## src/rtl/fp_align_frontend.sv

```systemverilog
// Single-precision add/sub front end: orders operands by magnitude and right-aligns the smaller mantissa.
// Define FPA_STICKY_EN to build the sticky tracker; otherwise sticky is tied low.
module fp_align_frontend (
  input  logic        clk,
  input  logic        rst,
  input  logic        in_valid,
  output logic        in_ready,
  input  logic [31:0] in1,
  input  logic [31:0] in2,
  output logic        out_valid,
  input  logic        out_ready,
  output logic        sign_l,
  output logic        sign_s,
  output logic [7:0]  exp_l,
  output logic [23:0] man_l,
  output logic [23:0] man_s,
  output logic        eff_sub,
  output logic [1:0]  toobig,
  output logic        special
  ,output logic       sticky
);

  typedef enum logic [1:0] {IDLE, SHIFT, HOLD} state_t;

  state_t      state;
  logic [4:0]  cnt;

  logic        swap;
  logic [31:0] op_l, op_s;
  logic [7:0]  eexp_l, eexp_s, diff;
  logic        spec_in, far, bypass;

  function automatic logic is_special(input logic [31:0] f);
    return (f[30:23] == 8'd0 && f[22:0] == 23'd0) || (f[30:23] == 8'hFF);
  endfunction

  always_comb begin
    swap    = in2[30:0] > in1[30:0];
    op_l    = swap ? in2 : in1;
    op_s    = swap ? in1 : in2;
    eexp_l  = (op_l[30:23] == 8'd0) ? 8'd1 : op_l[30:23];
    eexp_s  = (op_s[30:23] == 8'd0) ? 8'd1 : op_s[30:23];
    diff    = eexp_l - eexp_s;
    spec_in = is_special(in1) || is_special(in2);
    far     = (diff > 8'd24) && !spec_in;
    bypass  = (diff == 8'd0) || far || spec_in;
  end

  assign in_ready  = (state == IDLE);
  assign out_valid = (state == HOLD);

`ifdef FPA_STICKY_EN
  logic sticky_q;
  assign sticky = sticky_q;

  always_ff @(posedge clk) begin
    if (rst)
      sticky_q <= 1'b0;
    else if (state == IDLE && in_valid)
      sticky_q <= 1'b0;
    else if (state == SHIFT)
      sticky_q <= sticky_q | man_s[0];
  end
`else
  assign sticky = 1'b0;
`endif

  always_ff @(posedge clk) begin
    if (rst) begin
      state   <= IDLE;
      cnt     <= 5'd0;
      sign_l  <= 1'b0;
      sign_s  <= 1'b0;
      exp_l   <= 8'd0;
      man_l   <= 24'd0;
      man_s   <= 24'd0;
      eff_sub <= 1'b0;
      toobig  <= 2'b00;
      special <= 1'b0;
    end else begin
      case (state)
        IDLE: if (in_valid) begin
          sign_l  <= op_l[31];
          sign_s  <= op_s[31];
          exp_l   <= eexp_l;
          man_l   <= {op_l[30:23] != 8'd0, op_l[22:0]};
          man_s   <= {op_s[30:23] != 8'd0, op_s[22:0]};
          eff_sub <= in1[31] ^ in2[31];
          toobig  <= {swap, far};
          special <= spec_in;
          // diff fits in 5 bits whenever the shift path is taken
          cnt     <= diff[4:0];
          state   <= bypass ? HOLD : SHIFT;
        end
        SHIFT: begin
          man_s <= man_s >> 1;
          cnt   <= cnt - 5'd1;
          if (cnt == 5'd1) state <= HOLD;
        end
        HOLD: if (out_ready) state <= IDLE;
        default: state <= IDLE;
      endcase
    end
  end

endmodule
```

## config.mk

```make
export PLATFORM = sky130hd
export DESIGN_NAME = fp_align_frontend
export DESIGN_NICKNAME = d
export VERILOG_FILES = /design/src/rtl/fp_align_frontend.sv
export SDC_FILE = /design/constraint.sdc
export NUM_CORES = 1
export LEC_CHECK = 0
export BUFFER_PORTS_ARGS = -buffer_cell sky130_fd_sc_hd__buf_4
export CORE_AREA = 2 2 98 100
export CTS_CLUSTER_DIAMETER = 100
export DETAILED_ROUTE_END_ITERATION = 6
export DIE_AREA = 0 0 100 102
export GPL_TIMING_DRIVEN = 0
export PLACE_DENSITY = 0.77
export SYNTH_ARGS = -nofsm -noshare
export SYNTH_HDL_FRONTEND = slang
export SYNTH_SLANG_ARGS = --single-unit
```

## constraint.sdc

```tcl
create_clock -name clk -period 5.5 [get_ports clk]
set_input_delay 0.55 -clock clk [delete_from_list [all_inputs] [get_ports clk]]
set_output_delay 0.55 -clock clk [all_outputs]
set_load 0.01 [all_outputs]
```

==> metrics.md, run 1 <==
| Metric | Value |
|---|---|
| CTS tree | `built` |
| Critical path class | `in -> reg` |
| Critical Path AT | `4.83 ns` |
| Synth top area cells | `dfxtp_1 29%, mux2i_1 12%, ha_1 11%` |
| RSZ-0062 raised after global routing | `false` |
| Switching share of power | `37.6%` |
| Post-Layout Inst Area | `6040 sq um` |
| Final Wtd Congestion | `0.895` |
| Pin count of the biggest net entering global routing | `14` |
| Placement Rows | `35` |
| Cells after Synth | `549` |
| Seq pwr share | `34.0%` |
| PnR worst setup slack | `0.869 ns` |
| Post-synth top cells | `69 x dfxtp_1, 64 x nor2_1, 57 x mux2i_1, 40 x ha_1, 36 x inv_1` |
| Fmax achieved | `216 MHz` |
| Die width | `100 microns` |
| Clock Latency Late Sink | `0.36 ns` |
| Antenna Diode Count | `0` |
| Postcts setup bufs | `0` |
| Relative slew slack | `49.8%` |
| Post-route clock period utilization | `84.2%` |
| Setup WS pre-CTS | `0.518 ns` |
| Vias in the first global route | `4756` |
| Sequential share of the synthesized area | `29.4%` |
| Hold buffer count at cts | `0` |
| Worst hold path class | `reg -> reg` |
| Die footprint | `10200 sq um` |
| Via/cell ratio | `6.01` |
| CTS HTree Levels | `3` |
| Synth area leader | `dfxtp_1` |
| Reg clk slew, reported paths | `0.08 ns` |
| Detailed Route WL | `14600 microns` |
| Pwr/cell area | `326 nW/um^2` |
| Syn Std Cell Area | `4700 sq um` |
| Resize count post-CTS | `0` |
| Worst endpoint required time | `5.69 ns` |
| Net Sw Power | `742 uW` |
| CTS Buffer Depth | `2` |
| Crit path max fanout | `10` |
| Minimum clock period | `4.63 ns` |
| Post-route setup TNS | `0 ns` |
| DRC violations left | `0` |
| Die height | `102 microns` |
| CTS buffer count | `9` |
| GR Overflow Total | `0` |
| Logic pwr share | `41.8%` |
| # port buffers | `131` |
| Wire per inst | `18.1 microns` |
| Initial antenna violation count | `0` |
| Clk root buf | `clkbuf_8` |
| Ys flop type | `dfxtp_1` |
| Drt first-iter violations | `249` |
| Layout Utilization | `66.4%` |
| Ports | `133` |
| Endpoints failing hold | `0` |
| Max-slew violation count | `0` |
| Synth warn | `0` |
| Via count | `4851` |
| Top-count cell post-synth | `dfxtp_1` |
| Cell area after placement | `5820 sq um` |
| Clock network fraction of total power | `24.2%` |
| Clk sink count | `69` |
| Synth top area share | `29.4%` |
| Final Skew | `0.00679 ns` |
| First-pass GRT wire length | `23300 microns` |
| Core ar. | `9110 sq um` |
| Starting Density | `51.6%` |
| Iteration count of the initial detailed-routing pass | `7` |
| Final setup violation count | `0` |
| Hpwl dp | `11600 microns` |
| P_leak | `2.82 nW` |
| P&R area growth vs syn | `28.6%` |
| Pint | `1.23 mW` |
| Netlist cell types | `51` |
| Routed Antenna Nets | `0` |
| Slew @ Worst Pin | `0.753 ns` |
| Critical path capture point type | `flip-flop` |
| CP startpoint kind | `primary input` |
| Mapped Avg Cell Area | `8.56 sq um` |
| Status | `finished, final reports clean` |
| Final #Nets | `800` |
| Async S/R FF share, synth | `0%` |
| Maximum VDD drop | `0.165 mV` |
| MaxCap Viol Count | `0` |
| Count of state elements after synthesis | `69` |
| EDFF count, synth | `0` |
| Syn nets | `658` |
| All-layer global routing usage | `29.0%` |
| Layout cell share with drive strength beyond 1 | `24.7%` |
## power groups by stage
stage,registers [mW],clock network [mW],logic [mW]
CTS,0.667,0.477,0.817
finish,0.670,0.477,0.823
global placement,0.673,0,0.790
floorplan,0.699,0,0.465
detailed placement,0.678,0,0.813
global route,0.680,0.497,0.900
## registers in the layout (all words and copies together) (netlist names), 2 cells and up
register	cells
cnt	5
exp_l	8
man_l	24
man_s	24
state	2
toobig	2
## critical path, cell delays in order
cell and delay [ns]:
buf_4 0.11, inv_1 0.04, ha_1 0.31, nand4_1 0.20, nor4_4 0.37, and3_1 0.19
a31oi_1 0.06, a31oi_4 0.37, buf_8 0.23, mux2_2 0.37, ha_1 0.23, fa_1 0.41
nor2b_1 0.16, o31a_1 0.16, o21a_1 0.11, nor2_1 0.04, xnor2_1 0.12, nor4_1 0.53
a2111oi_0 0.24
## logic make-up (layout without fill, tap and decap cells)
| kind of cell | Yosys count | count (layout) | share of synthesized area [%] |
|---|---|---|---|
| multiplexers | 63 | 63 | 13.6 |
| AND/OR/NAND/NOR | 153 | 153 | 15.4 |
| adder cells (fa/ha/maj) | 41 | 41 | 11.1 |
| other | 1 | 1 | 0.0798 |
| XOR/XNOR | 5 | 5 | 0.932 |
| AO/OA/AOI/OAI | 148 | 148 | 22.2 |
| buffers and inverters | 69 | 216 | 7.35 |
| flip-flops | 69 | 69 | 29.4 |
## layout by cell type (no fill, tap or decap), types with 3 or more instances in the layout
| cell type | n |
|---|---|
| ha_1 | 40 |
| nand2_1 | 30 |
| a211oi_2 | 3 |
| a21oi_1 | 26 |
| nand2b_1 | 3 |
| clkbuf_8 | 9 |
| o22ai_1 | 23 |
| buf_8 | 4 |
| o21a_1 | 8 |
| inv_1 | 36 |
| a211oi_1 | 34 |
| nor2_1 | 64 |
| nand4_1 | 11 |
| o211ai_1 | 3 |
| nand3_1 | 7 |
| mux2i_1 | 57 |
| o21ai_0 | 16 |
| nor4_1 | 16 |
| mux2_2 | 6 |
| buf_4 | 133 |
| nor2b_1 | 4 |
| clkbuf_1 | 23 |
| nor3_1 | 11 |
| a22oi_1 | 19 |
| dfxtp_1 | 69 |
| xor2_1 | 3 |
## layout make-up
| cell class | count | area (sq um) |
|---|---|---|
| inverters | 36 | 135 |
| flip-flops and latches | 69 | 1380 |
| well taps | 111 | 139 |
| clock buffers | 9 | 124 |
| multi-input cells | 411 | 2970 |
| repair buffers | 131 | 983 |
| clock inverters | 7 | 98.8 |
| fillers | 770 | 3060 |
| plain buffers | 33 | 210 |
## stage by stage
step | std cells | hold WS (ns) | power, mW
global placement | 791 | 0.459 | 1.46
CTS | 807 | 0.478 | 1.96
floorplan | 549 | 0.446 | 1.16
global route | 807 | 0.511 | 2.08
finish | 807 | 0.487 | 1.97
detailed placement | 791 | 0.467 | 1.49
## layer usage
layer  GRT usage, %  vias to the layer above  share of wire [%]
li1               -                     2316                  -
met1           36.0                     2309                 43
met2           49.9                      192                 48
met3           4.51                       34                6.1
met4           13.2                        0                2.9
met5              0                        -                  0
## final timing paths
path / startpoint / to / slack (ns) / cells after the start
worst max register to register: state[1] / man_l[14] / 2.93 / 8
worst min-delay path: toobig[0] / toobig[0] / 0.49 / 2
worst min register to register: toobig[0] / toobig[0] / 0.49 / 2
worst max-delay path: in1[26] / state[1] / 0.87 / 19
No activity file was read; power rests on OpenSTA's default activity.
==> run 2: changes to the inputs <==
- ABC_AREA: not set -> 1
- CORE_AREA: 2 2 98 100 -> 2 2 99 101
- DIE_AREA: 0 0 100 102 -> 0 0 101 103
- PLACE_DENSITY: 0.77 -> 0.78
- clock period: 5.5 -> 4.7 ns (I/O delays scaled with it)
==> run 2 against run 1 <==
Compared with the run above: critical path depth is 3 higher; highest routed layer unchanged; total power is 17% higher; combinational power rose by 18%; largest power group unchanged; global-route usage is 2.3 points higher.
==> metrics.md, run 2 <==
| Metric | Value |
|---|---|
| Die height | `103 microns` |
| Top-count cell post-synth | `nand2_1` |
| CP startpoint kind | `primary input` |
| Clk sink count | `69` |
| Synth area leader | `dfxtp_1` |
| GR Overflow Total | `0` |
| Count of state elements after synthesis | `69` |
| Fmax achieved | `246 MHz` |
| Largest regs | `man_l (24), man_s (24), exp_l (8)` |
| Async S/R FF share, synth | `0%` |
| Synth top area share | `28.3%` |
| Resize count post-CTS | `0` |
| Critical path capture point type | `flip-flop` |
| Antenna Diode Count | `0` |
| Fillers | `890` |
| Cells after Synth | `746` |
| Wire per inst | `16.1 microns` |
| Final Skew | `0.00748 ns` |
| WHS | `0.390 ns` |
| Maximum VDD drop | `0.195 mV` |
| Reg2reg path depth | `7` |
| Detailed Route WL | `16200 microns` |
| CP Buf/Inv Count | `3` |
| Die footprint | `10400 sq um` |
| CTS Buffer Depth | `2` |
| Vias in the first global route | `5134` |
| Worst endpoint required time | `4.99 ns` |
| Endpoints failing hold | `0` |
| Iteration count of the initial detailed-routing pass | `7` |
| Pin count of the biggest net entering global routing | `13` |
| Family with the most delay on the worst path | `simple AND/OR/NAND/NOR gates` |
| CTS buffer count | `9` |
| P_leak | `3.14 nW` |
| CTS HTree Levels | `3` |
| Max-slew violation count | `0` |
| Ys flop type | `dfxtp_1` |
| Routed Antenna Nets | `0` |
| Relative slew slack | `59.0%` |
| Worst path slowest cell | `fa_1` |
| Final #Nets | `997` |
| Most common cell after layout, fill and taps aside | `nand2_1` |
| Synth top area cells | `dfxtp_1 28%, nand2_1 17%, ha_1 10%` |
| Starting Density | `51.7%` |
| Hold depth | `3` |
| Post-route setup TNS | `0 ns` |
| Postcts setup bufs | `0` |
| Most frequent cells in the layout | `223 x nand2_1, 134 x buf_4, 107 x inv_1, 69 x dfxtp_1, 43 x a31oi_1` |
| EDFF count, synth | `0` |
| Final Wtd Congestion | `0.931` |
| Clock Latency Late Sink | `0.36 ns` |
| Placement Rows | `36` |
| Via/cell ratio | `5.60` |
| Ports | `133` |
| Pwr/cell area | `369 nW/um^2` |
| Syn Std Cell Area | `4890 sq um` |
| Synth warn | `0` |
| Minimum clock period | `4.07 ns` |
| Hpwl dp | `12700 microns` |
| Core ar. | `9460 sq um` |
| RSZ-0062 raised after global routing | `false` |
| Post-synth top cells | `223 x nand2_1, 107 x inv_1, 69 x dfxtp_1, 43 x a31oi_1, 40 x ha_1` |
| Worst path depth | `22` |
| DRC violations left | `0` |
| Layout cell share with drive strength beyond 1 | `19.4%` |
| CTS tree | `built` |
| Largest stage delay on the critical path | `0.40 ns` |
| # port buffers | `131` |
| Critical Path AT | `4.36 ns` |
| Worst path cell trace | `buf_4 -> inv_1 -> ha_1 -> nand2_1 -> nor2_2 -> nand4_2 -> nor3_2 -> nand2_2 -> nand2_4 -> buf_6 -> nand2_1 -> nand2_1 -> nand2_1 -> nor2_2 -> a21boi_0 -> ha_1 -> fa_1 -> o21ai_0 -> xor2_1 -> nor3b_1 -> o21ai_0 -> a21oi_1` |
| Drt first-iter violations | `341` |
| Status | `finished, final reports clean` |
| P&R area growth vs syn | `27.4%` |
| MaxCap Viol Count | `0` |
| Reg clk slew, reported paths | `0.08 ns` |
| Sequential share of the synthesized area | `28.3%` |
| Mapped Avg Cell Area | `6.55 sq um` |
| Syn nets | `855` |
| Slew @ Worst Pin | `0.609 ns` |
| Top cell by count, worst path | `nand2_1` |
| Post-route clock period utilization | `86.6%` |
| Critical path class | `in -> reg` |
| Hold buffer count at cts | `0` |
| Netlist cell types | `34` |
| First-pass GRT wire length | `25200 microns` |
| Final setup violation count | `0` |
| Die width | `101 microns` |
| All-layer global routing usage | `31.3%` |
| Initial antenna violation count | `0` |
| Via count | `5636` |
| Clk root buf | `clkbuf_8` |
| Crit path max fanout | `10` |
| Worst hold path class | `in -> reg` |
## run 2: cell types whose count changed in the layout (fill, tap and decap cells not counted), sizes merged, moves of 21 or more
cell,before,now
inv,37,107
o211ai,3,35
mux2i,57,0
nor2,64,35
a31oi,3,43
a211oi,37,2
nand2,30,226
o22ai,23,2
o21ai,16,42
## run 2: logic make-up after synthesis
| group | share of synthesized area [%] |
|---|---|
| AOI/OAI and AO/OA | 20.1 |
| xor gates and xnor gates | 1.61 |
| adders and majority gates | 10.6 |
| buffers and inverters | 11.8 |
| DFF | 28.3 |
| other | 0.0767 |
| and+or+nand+nor | 27.5 |
## run 2: where the power goes
part | internal (mW) | total [mW] | leakage [nW] | switching, mW
sequential | 0.698 | 0.774 | 0.571 | 0.0766
clock | 0.296 | 0.546 | 0.105 | 0.250
combinational | 0.394 | 0.975 | 2.46 | 0.582
## run 2: through the flow
stage | std cells | total power [mW] | setup slack, ns | utilization (%) | cell area, sq um
finish | 1007 | 2.30 | 0.630 | 65.8 | 6230
global route | 1007 | 2.45 | 0.247 | 65.8 | 6230
CTS | 1007 | 2.29 | 0.654 | 65.8 | 6230
detailed placement | 991 | 1.75 | 0.290 | 63.6 | 6010
global placement | 991 | 1.73 | 0.295 | 63.6 | 6010
floorplan | 746 | 1.35 | 1.01 | - | 4890
## run 2: final timing paths
path	from	endpoint	slack, ns
setup reg to reg	state[0]	man_s[6]	2.45
setup / recovery	in1[22]	toobig[0]	0.63
hold reg to reg	man_s[0]	man_s[0]	0.48
hold / removal	in1[4]	man_l[4]	0.39
## run 2: cell type report
class	instances	area, sq um	share of cell area, %
multi-input combinational	533	2930	47.0
sequential	69	1380	22.2
timing repair buffer	131	983	15.8
inverter	107	402	6.45
buffer	37	176	2.83
tap	114	143	2.29
clock buffer	9	124	1.99
clock inverter	7	90.1	1.45
## run 2: per-layer routing
metal  GRT usage [%]  up-vias  part of all wire, %
met5               0        -                    0
met1            40.8     2574                   44
met4            10.1        0                  2.5
li1                -     2776                    -
met3            7.25       43                  8.3
met2            51.5      243                   45
## run 2: worst register-to-register path, cell delays in order, from the launching register on
cell,delay [ns]
dfxtp_1,0.35
nor2_1,0.17
inv_1,0.10
nor2_1,0.26
clkbuf_1,0.40
clkbuf_1,0.52
o211ai_1,0.21
a31oi_1,0.17
==> run 3: changes to the inputs <==
- CELL_PAD_IN_SITES_DETAIL_PLACEMENT: not set -> 0
- CELL_PAD_IN_SITES_GLOBAL_PLACEMENT: not set -> 1
- CORE_AREA: 2 2 99 101 -> 2 2 118 120
- DIE_AREA: 0 0 101 103 -> 0 0 120 122
- PLACE_DENSITY: 0.78 -> 0.79
==> run 3 against run 2 <==
Compared with the run above: die area rose by 41%; via count decreased by 0.69%; maximum frequency decreased by 3.0%; non-clock buffer count unchanged; final area is 2.7% higher; clock-buffer cell count grew 4; routed wire length increased by 7.6%; core utilization down 18 points; combinational power increased by 0.6%; highest routed layer unchanged.
==> metrics.md, run 3 (synthesis gave the netlist of run 2 again) <==
| Metric | Value |
|---|---|
| Most common cell after layout, fill and taps aside | `nand2_1` |
| Most frequent cells in the layout | `223 x nand2_1, 134 x buf_4, 107 x inv_1, 69 x dfxtp_1, 43 x a31oi_1` |
| Critical path class | `in -> reg` |
| Hold buffer count at cts | `0` |
| CTS HTree Levels | `3` |
| Starting Density | `36.2%` |
| Postcts setup bufs | `0` |
| CTS Buffer Depth | `2` |
| # port buffers | `131` |
| Iteration count of the initial detailed-routing pass | `5` |
| Clock Latency Late Sink | `0.34 ns` |
| Fmax achieved | `238 MHz` |
| Vias in the first global route | `5383` |
| Minimum clock period | `4.19 ns` |
| Met3 usage | `3.04%` |
| Worst endpoint required time | `4.91 ns` |
| Via/cell ratio | `5.23` |
| CTS tree | `built` |
| MaxCap Viol Count | `0` |
| CTS buffer count | `9` |
| Antenna Diode Count | `0` |
| P_leak | `3.18 nW` |
| Post-route setup TNS | `0 ns` |
| Setup WS pre-CTS | `0.163 ns` |
| Die height | `122 microns` |
| Via count | `5597` |
| Ports | `133` |
| Final setup violation count | `0` |
| M2 GR Usage | `41.0%` |
| Pwr/cell area | `385 nW/um^2` |
| Cell area after placement | `6100 sq um` |
| Crit path max fanout | `10` |
| Final Skew | `0.00524 ns` |
| Relative slew slack | `55.8%` |
| Slew @ Worst Pin | `0.663 ns` |
| Worst hold path class | `in -> reg` |
| Placement Rows | `43` |
| Most Crowded Layer GR | `met2` |
| Wire per inst | `16.3 microns` |
| Resize count post-CTS | `0` |
| Layout cell share with drive strength beyond 1 | `19.1%` |
| Final Wtd Congestion | `0.857` |
| RSZ-0062 raised after global routing | `false` |
| Core ar. | `13500 sq um` |
| PnR worst setup slack | `0.506 ns` |
| Drt first-iter violations | `334` |
| Final #Nets | `997` |
| Pin count of the biggest net entering global routing | `11` |
| Status | `finished, final reports clean` |
| Maximum VDD drop | `0.199 mV` |
| All-layer global routing usage | `24.3%` |
| Die width | `120 microns` |
| CP startpoint kind | `primary input` |
| Post-Layout Inst Area | `6400 sq um` |
| Post-route clock period utilization | `89.2%` |
| Max-slew violation count | `0` |
| Critical Path AT | `4.41 ns` |
| Clk root buf | `clkbuf_16` |
| Routed Antenna Nets | `0` |
| DRC violations left | `0` |
| Global routing usage on met1 | `31.7%` |
| Detailed Route WL | `17400 microns` |
| Reg clk slew, reported paths | `0.06 ns` |
| Largest regs | `man_l (24), man_s (24), exp_l (8)` |
| Initial antenna violation count | `0` |
| P&R area growth vs syn | `30.9%` |
| Clk sink count | `69` |
| Total power | `2.46 mW` |
| Endpoints failing hold | `0` |
| GR Overflow Total | `0` |
| First-pass GRT wire length | `27500 microns` |
| Critical path capture point type | `flip-flop` |
| Hpwl dp | `13600 microns` |
| Die footprint | `14600 sq um` |
run 3: cell count changes in the layout (fill, tap and decap cells not counted):
cell and delta:
clkbuf_16 +9, clkbuf_8 -6, bufinv_16 -1, clkinvlp_4 -2, clkbuf_1 +1, clkinv_2 -3
run 3: final timing paths:
kind	startpoint	endpoint	slack (ns)	depth (start not counted)
hold reg to reg	man_s[0]	man_s[0]	0.48	2
setup / recovery	in1[4]	toobig[0]	0.51	25
hold / removal	in2[6]	man_l[6]	0.41	3
setup reg to reg	state[0]	man_s[7]	2.39	7
run 3: stage by stage:
step	util [%]	cells	hold WS [ns]
after floorplan	-	746	0.468
after global placement	45.1	1057	0.461
after detailed placement	45.1	1057	0.465
after CTS	47.4	1071	0.402
after global routing	47.4	1071	0.417
final	47.4	1071	0.412
run 3: power breakdown:
group | internal, mW | total (mW) | switching, mW | leakage (nW)
Clock | 0.449 | 0.705 | 0.256 | 0.148
Sequential | 0.699 | 0.777 | 0.0781 | 0.571
Combinational | 0.394 | 0.981 | 0.587 | 2.46
Total | 1.54 | 2.46 | 0.921 | 3.18
run 3: worst max-delay path, cell delays in order:
cell and delay (ns):
buf_4 0.08, inv_1 0.06, ha_1 0.29, nand2_1 0.07, nor2_1 0.16, nand4_1 0.10, nor2_1 0.26, nand2_2 0.19
nand2_4 0.16, buf_6 0.16, nand2_1 0.06, nand2_1 0.13, nand2_1 0.08, nor2_2 0.09, a21boi_0 0.13, ha_1 0.25
fa_1 0.40, o21ai_0 0.30, nand2_1 0.09, a21oi_1 0.14, nor2_1 0.07, xor2_1 0.18, nand3_1 0.13, o21ai_0 0.26
a21oi_1 0.10
run 3: layout make-up:
cell class              instances  area (sq um)
clock buffers                  13           270
inverters                     107           402
flip-flops and latches         69          1380
plain buffers                  37           176
repair buffers                131           983
clock inverters                 1          30.0
multi-input cells             533          2930
well taps                     180           225
fillers                      1437          7110
run 3: routing by layer:
metal	vias up	part of all wire [%]	wire length (microns)
met4	0	2.2	384
met3	25	5.7	988
met2	183	47	8240
met5	-	0	0
li1	2776	-	-
met1	2613	45	7820
